## src/rtl/pwm_flash_player_pkg.sv

```systemverilog
// Shared constants for the PWM flash player: SPI opcode, PWM width, FSM states, pin map.
package pwm_flash_player_pkg;

   localparam logic [7:0]  CMD_READ = 8'h03;
   localparam int unsigned PWM_BITS = 8;

   localparam logic [1:0] StIdle = 2'd0;
   localparam logic [1:0] StCmd  = 2'd1;
   localparam logic [1:0] StData = 2'd2;
   localparam logic [1:0] StWait = 2'd3;

   localparam int unsigned PinCs   = 0;
   localparam int unsigned PinMosi = 1;
   localparam int unsigned PinMiso = 2;
   localparam int unsigned PinSck  = 3;
   localparam int unsigned PinPwm  = 7;

   localparam logic [7:0] UIO_OE = 8'b1000_1011;

endpackage

```

## src/rtl/pwm_flash_player_pwm_gen.sv

```systemverilog
// Free-running PWM generator with a one-entry sample buffer reloaded into duty on counter wrap.
module pwm_flash_player_pwm_gen
   import pwm_flash_player_pkg::*;
(
   input  logic                clk_i,
   input  logic                rst_i,
   input  logic                load_i,
   input  logic [PWM_BITS-1:0] byte_i,
   output logic                buf_full_o,
   output logic [PWM_BITS-1:0] duty_o,
   output logic                pwm_o
);

   logic [PWM_BITS-1:0] cnt_q, cnt_d;
   logic [PWM_BITS-1:0] duty_q, duty_d;
   logic [PWM_BITS-1:0] buf_q, buf_d;
   logic                full_q, full_d;
   logic                pwm_q, pwm_d;
   logic                wrap;

   always_comb begin
      wrap   = (cnt_q == {PWM_BITS{1'b1}});
      cnt_d  = cnt_q + 1'b1;
      // An empty buffer at wrap repeats the previous duty.
      duty_d = (wrap && full_q) ? buf_q : duty_q;
      buf_d  = load_i ? byte_i : buf_q;
      // A byte landing on the wrap clock keeps the buffer full.
      full_d = load_i ? 1'b1 : (wrap ? 1'b0 : full_q);
      // Compare against next-state values so pwm_o aligns with the visible counter.
      pwm_d  = (cnt_d < duty_d);
   end

   always_ff @(posedge clk_i or posedge rst_i) begin
      if (rst_i) begin
         cnt_q  <= '0;
         duty_q <= '0;
         buf_q  <= '0;
         full_q <= 1'b0;
         pwm_q  <= 1'b0;
      end else begin
         cnt_q  <= cnt_d;
         duty_q <= duty_d;
         buf_q  <= buf_d;
         full_q <= full_d;
         pwm_q  <= pwm_d;
      end
   end

   assign buf_full_o = full_q;
   assign duty_o     = duty_q;
   assign pwm_o      = pwm_q;

endmodule

```

## src/rtl/pwm_flash_player.sv

```systemverilog
// Tiny Tapeout tile: issues one SPI flash READ, then streams bytes into a PWM output.
module pwm_flash_player
   import pwm_flash_player_pkg::*;
(
   input  logic       clk,
   input  logic       rst,
   input  logic       ena,
   input  logic [7:0] ui_in,
   output logic [7:0] uo_out,
   input  logic [7:0] uio_in,
   output logic [7:0] uio_out,
   output logic [7:0] uio_oe
);

   logic [1:0]  state_q, state_d;
   logic [4:0]  bit_cnt_q, bit_cnt_d;
   logic [31:0] shift_q, shift_d;
   logic [7:0]  rx_q, rx_d;
   logic        sck_q, sck_d;
   logic        mosi_q, mosi_d;
   logic        cs_q, cs_d;
   logic        load;
   logic        buf_full;
   logic        pwm;
   logic [7:0]  duty;
   logic        miso;
   logic        unused_in;

   assign miso      = uio_in[PinMiso];
   assign unused_in = ^{ena, uio_in[7:3], uio_in[1:0]};

   always_comb begin
      state_d   = state_q;
      bit_cnt_d = bit_cnt_q;
      shift_d   = shift_q;
      rx_d      = rx_q;
      sck_d     = sck_q;
      mosi_d    = mosi_q;
      cs_d      = cs_q;
      load      = 1'b0;
      case (state_q)
         StIdle: begin
            shift_d   = {CMD_READ, ui_in, 16'h0000};
            mosi_d    = CMD_READ[7];
            cs_d      = 1'b0;
            bit_cnt_d = '0;
            state_d   = StCmd;
         end
         StCmd: begin
            if (!sck_q) begin
               sck_d = 1'b1;
            end else begin
               // Falling SCK edge: present the next bit while SCK is low.
               sck_d     = 1'b0;
               shift_d   = {shift_q[30:0], 1'b0};
               mosi_d    = shift_q[30];
               bit_cnt_d = bit_cnt_q + 5'd1;
               if (bit_cnt_q == 5'd31) begin
                  mosi_d    = 1'b0;
                  bit_cnt_d = '0;
                  state_d   = StData;
               end
            end
         end
         StData: begin
            if (!sck_q) begin
               sck_d = 1'b1;
            end else begin
               sck_d     = 1'b0;
               rx_d      = {rx_q[6:0], miso};
               bit_cnt_d = bit_cnt_q + 5'd1;
               if (bit_cnt_q == 5'd7) begin
                  load      = 1'b1;
                  bit_cnt_d = '0;
                  state_d   = StWait;
               end
            end
         end
         StWait: begin
            if (!buf_full) begin
               state_d = StData;
            end
         end
         default: state_d = StIdle;
      endcase
   end

   always_ff @(posedge clk or posedge rst) begin
      if (rst) begin
         state_q   <= StIdle;
         bit_cnt_q <= '0;
         shift_q   <= '0;
         rx_q      <= '0;
         sck_q     <= 1'b0;
         mosi_q    <= 1'b0;
         cs_q      <= 1'b1;
      end else begin
         state_q   <= state_d;
         bit_cnt_q <= bit_cnt_d;
         shift_q   <= shift_d;
         rx_q      <= rx_d;
         sck_q     <= sck_d;
         mosi_q    <= mosi_d;
         cs_q      <= cs_d;
      end
   end

   pwm_flash_player_pwm_gen u_pwm_gen (
      .clk_i      (clk),
      .rst_i      (rst),
      .load_i     (load),
      .byte_i     ({rx_q[6:0], miso}),
      .buf_full_o (buf_full),
      .duty_o     (duty),
      .pwm_o      (pwm)
   );

   always_comb begin
      uio_out          = 8'h00;
      uio_out[PinCs]   = cs_q;
      uio_out[PinMosi] = mosi_q;
      uio_out[PinSck]  = sck_q;
      uio_out[PinPwm]  = pwm;
   end

   assign uio_oe = UIO_OE;
   assign uo_out = duty;

endmodule

```

## config.mk

```make
export PLATFORM = sky130hd
export DESIGN_NAME = pwm_flash_player
export DESIGN_NICKNAME = d
export VERILOG_FILES = /design/src/rtl/pwm_flash_player_pkg.sv /design/src/rtl/pwm_flash_player_pwm_gen.sv /design/src/rtl/pwm_flash_player.sv
export SDC_FILE = /design/constraint.sdc
export NUM_CORES = 1
export LEC_CHECK = 0
export ABC_AREA = 1
export CORE_MARGIN = 10
export CORE_UTILIZATION = 60
export CTS_BUF_LIST = sky130_fd_sc_hd__clkbuf_8
export DETAILED_ROUTE_END_ITERATION = 12
export GPL_TIMING_DRIVEN = 0
export PLACE_DENSITY = 0.87
export REMOVE_ABC_BUFFERS = 1
export SLEW_MARGIN = 20
export SYNTH_ARGS = -nofsm -noshare
export SYNTH_HDL_FRONTEND = slang
export SYNTH_SLANG_ARGS = --single-unit
```

## constraint.sdc

```tcl
create_clock -name clk -period 4.65 [get_ports clk]
set_input_delay 1.395 -clock clk [delete_from_list [all_inputs] [get_ports clk]]
set_output_delay 1.395 -clock clk [all_outputs]
set_load 0.02 [all_outputs]
```

==> flow_summary_export.csv <==
group,metric,value,unit
outcome,run_status,"finished clean",
floorplanning,num_rows,24,
final_layout,num_antenna_cells,0,
worst_setup_path,crit_chain,"clkdlybuf4s50_1",
power,ir_worst_vdd,0.000161,V
final_layout,drive_above_1_share,0.0760,
grt,grtUsageTotal,0.148,
placed_design,place_congestion,0.867,
synthesis,synth.top_cell.area_share,0.507,
timing,skew,8.30,ps
power,power_frac_clock,0.412,
worst_setup_path,slowest_delay,600,ps
clocking,cts_made_buffers,9,
timing,final-hold-violation-count,0,
synthesis,synth_area_leaders,"dfrtp_1, nand2_1, ha_1",
clocking,cts_tree,"built",
hold_path,min_path_type,"reg -> reg",
grt,grt_pass1_vias,2068,
placed_design,place_inst,367,
worst_setup_path,critPathCaptureType,"output port",
clocking,h-tree-depth,3,
detailed_routing,ant_nets,0,
power,power_frac_seq,0.558,
floorplanning,core,4440,um^2
final_layout,final_util,0.701,
timing,max-slew-margin-rel,0.538,
timing,rsz0062_at_grt,"no",
detailed_routing,drcViolationCount,0,
power,power.internal,0.000706,W
timing,fin_crit,2840,ps
power,power.total,0.000905,W
timing,fmax,352,MHz
grt,grt_pass1_wl,9.03,mm
synthesis,synth_top_area_cell,"dfrtp_1",
synthesis,syn_inst,307,
final_layout,area_growth,10.7,%
synthesis,synth.most_common_cell,"nand2_1",
detailed_routing,avgViaCountPerCell,5.17,
synthesis,synth_area_per_cell,9.17,um^2
synthesis,synth-main-ff-cell,"dfrtp_1",
clocking,cts-resized-gates,0,
power,p_per_area,290,nW/um^2
power,p_leak,1.59,nW
grt,grt_overflow,0,
clocking,hold_buffers,0,
detailed_routing,wirelength,5.13,mm
detailed_routing,first_pass_iters,4,
power,switching_share,0.220,
synthesis,synth_edf_count,0,
timing,period_share,0.612,
clocking,clk_path_buf_depth,2,
grt,antenna_found_initial,0,
synthesis,synthArstFlopShare,1.00,
placed_design,post-dp-hpwl,3.64,mm
final_layout,final_nets,360,
worst_setup_path,r2r-start,"u_pwm_gen.cnt_q[0]",
synthesis,ys_types,35,
synthesis,synth_commonest_cells,"nand2_1, dfrtp_1, inv_1",
detailed_routing,routedWlPerCell,13.5,um
worst_setup_path,crit_family,"buffers and inverters",
clocking,clkSlewWorstSetupHoldPaths,60,ps
worst_setup_path,crit_start,"cs_q",
power,netSwitchingPower,0.000199,W
synthesis,yosys_warnings,0,
floorplanning,die_w,88.5,um
synthesis,syn_area,2820,um^2
worst_setup_path,critPathArrivalTime,1450,ps
worst_setup_path,criticalPathCategory,"reg -> out",
grt,grt_start_max_net_pins,59,
timing,maxSlewViolCount,0,
synthesis,ys_ff_latch,58,
clocking,clk_latency,330,ps
floorplanning,start_util,0.633,
clocking,cts_setup_buffers,0,
detailed_routing,drt_iter0_drc,145,
floorplanning,io_pins,43,
timing,holdWs,441,ps
timing,worstMarginPinSlew,693,ps
floorplanning,die-area,7830,um^2
final_layout,multi_input_area,1040,um^2
flow_run,maxCapViolCount,0,
clocking,cts_root_buf,"clkbuf_8",
final_layout,stdcell_count,381,
detailed_routing,vias,1968,
final_layout,regArea,1450,um^2
worst_setup_path,worst_setup_path_start_kind,"register",
worst_setup_path,path_max_fanout,2,
timing,finalSetupViolCount,0,
clocking,cts_sinks,58,
floorplanning,fp.dieH,88.5,um
power,p_comb_frac,0.030,
synthesis,yosysSeqAreaShare,0.516,
worst_setup_path,worstPathRequired,3250,ps
worst_setup_path,cp.buffers_inverters,1,
placed_design,portBuffers,22,
hold_path,min_from,"cs_q",
worst_setup_path,worst_path_max_delay_cell,"clkdlybuf4s50_1",
timing,tns,0,ps
final_layout,fill_cells,333,
==> cells by family after synthesis <==
family / after synthesis / synth area share
AOI/OAI and AO/OA: 52 / 0.108
xor gates and xnor gates: 8 / 0.0249
adders and majority gates: 15 / 0.0667
buffers and inverters: 73 / 0.128
DFF: 58 / 0.516
muxes: 1 / 0.00533
other: 2 / 0.00267
and+or+nand+nor: 98 / 0.148
==> power groups by stage <==
stage	combinational (W)	sequential, W	clock, W
final	0.0000272	0.000505	0.000373
after global routing	0.0000305	0.000504	0.000403
after CTS	0.0000275	0.000505	0.000379
after detailed placement	0.0000274	0.000514	0
after global placement	0.0000268	0.000514	0
after floorplan	0.0000159	0.000514	0
==> worst register-to-register path, stage by stage (launching register included) <==
cell and delay, ps:
dfrtp_1 400, ha_1 200, nand2_1 90, nor2_2 220, nand3_2 330, o21ai_0 300, inv_1 70, ha_1 300
a21oi_1 150, nand2_1 90, a21oi_2 120
==> per-stage QoR <==
| stage | instance area, um^2 | setup slack [ps] |
|---|---|---|
| 2_1_floorplan | 2680 | 1830 |
| 4_1_cts | 3120 | 1780 |
| 3_5_place_dp | 2960 | 2140 |
| 3_3_place_gp | 2960 | 855 |
| 6_report | 3120 | 1810 |
| 5_1_grt | 3120 | 1750 |
==> cells in the final DEF, fill, tap and decap left out <==
master	n
o211ai_1	1
inv_2	2
nand3_1	7
nor3_4	1
mux2_4	1
nand4_1	2
nand2_2	1
inv_4	1
dfstp_2	1
clkdlybuf4s50_1	22
xor2_1	7
conb_1	12
inv_1	50
a31oi_1	7
nand3_2	1
clkbuf_8	10
ha_1	15
o21ai_2	3
nor3_1	2
a21oi_1	6
nand2_1	61
o21bai_1	1
or2_1	1
xnor2_1	1
o21ai_0	15
a211oi_1	2
o21ai_1	10
nor2_2	3
o2bb2ai_1	1
and2_1	1
a21oi_2	1
o22ai_1	5
nor2_1	18
dfrtp_1	57
==> state kept, by name (all words and copies together) (netlist names) <==
register              count
shift_q                  15
u_pwm_gen.buf_q           8
u_pwm_gen.cnt_q           8
u_pwm_gen.duty_o          8
rx_q                      7
bit_cnt_q                 5
state_q                   2
cs_q                      1
mosi_q                    1
sck_q                     1
u_pwm_gen.buf_full_o      1
u_pwm_gen.pwm_o           1
==> final timing paths <==
path | end | slack [ps] | cells past startpoint
setup / recovery | uio_out[0] | 1810 | 1
hold / removal | cs_q | 440 | 2
setup reg to reg | u_pwm_gen.pwm_o | 2320 | 10
hold reg to reg | cs_q | 440 | 2
max in group asynchronous | rx_q[2] | 2640 | 2
min in group asynchronous | shift_q[26] | 1550 | 2
==> final cells by class <==
| type | count | share of cell area |
|---|---|---|
| flip-flops and latches | 58 | 0.466 |
| repair buffers | 22 | 0.0707 |
| inverters | 49 | 0.0598 |
| clock buffers | 10 | 0.0442 |
| well taps | 52 | 0.0209 |
| multi-input cells | 186 | 0.334 |
| clock inverters | 4 | 0.00482 |
==> layer usage <==
metal	up-vias	global-route usage	part of all wire
li1	986	-	-
met1	926	0.174	0.44
met2	49	0.243	0.49
met3	7	0.0386	0.049
met4	0	0.0764	0.018
met5	-	0	0
(Power assumes the default switching activity.)
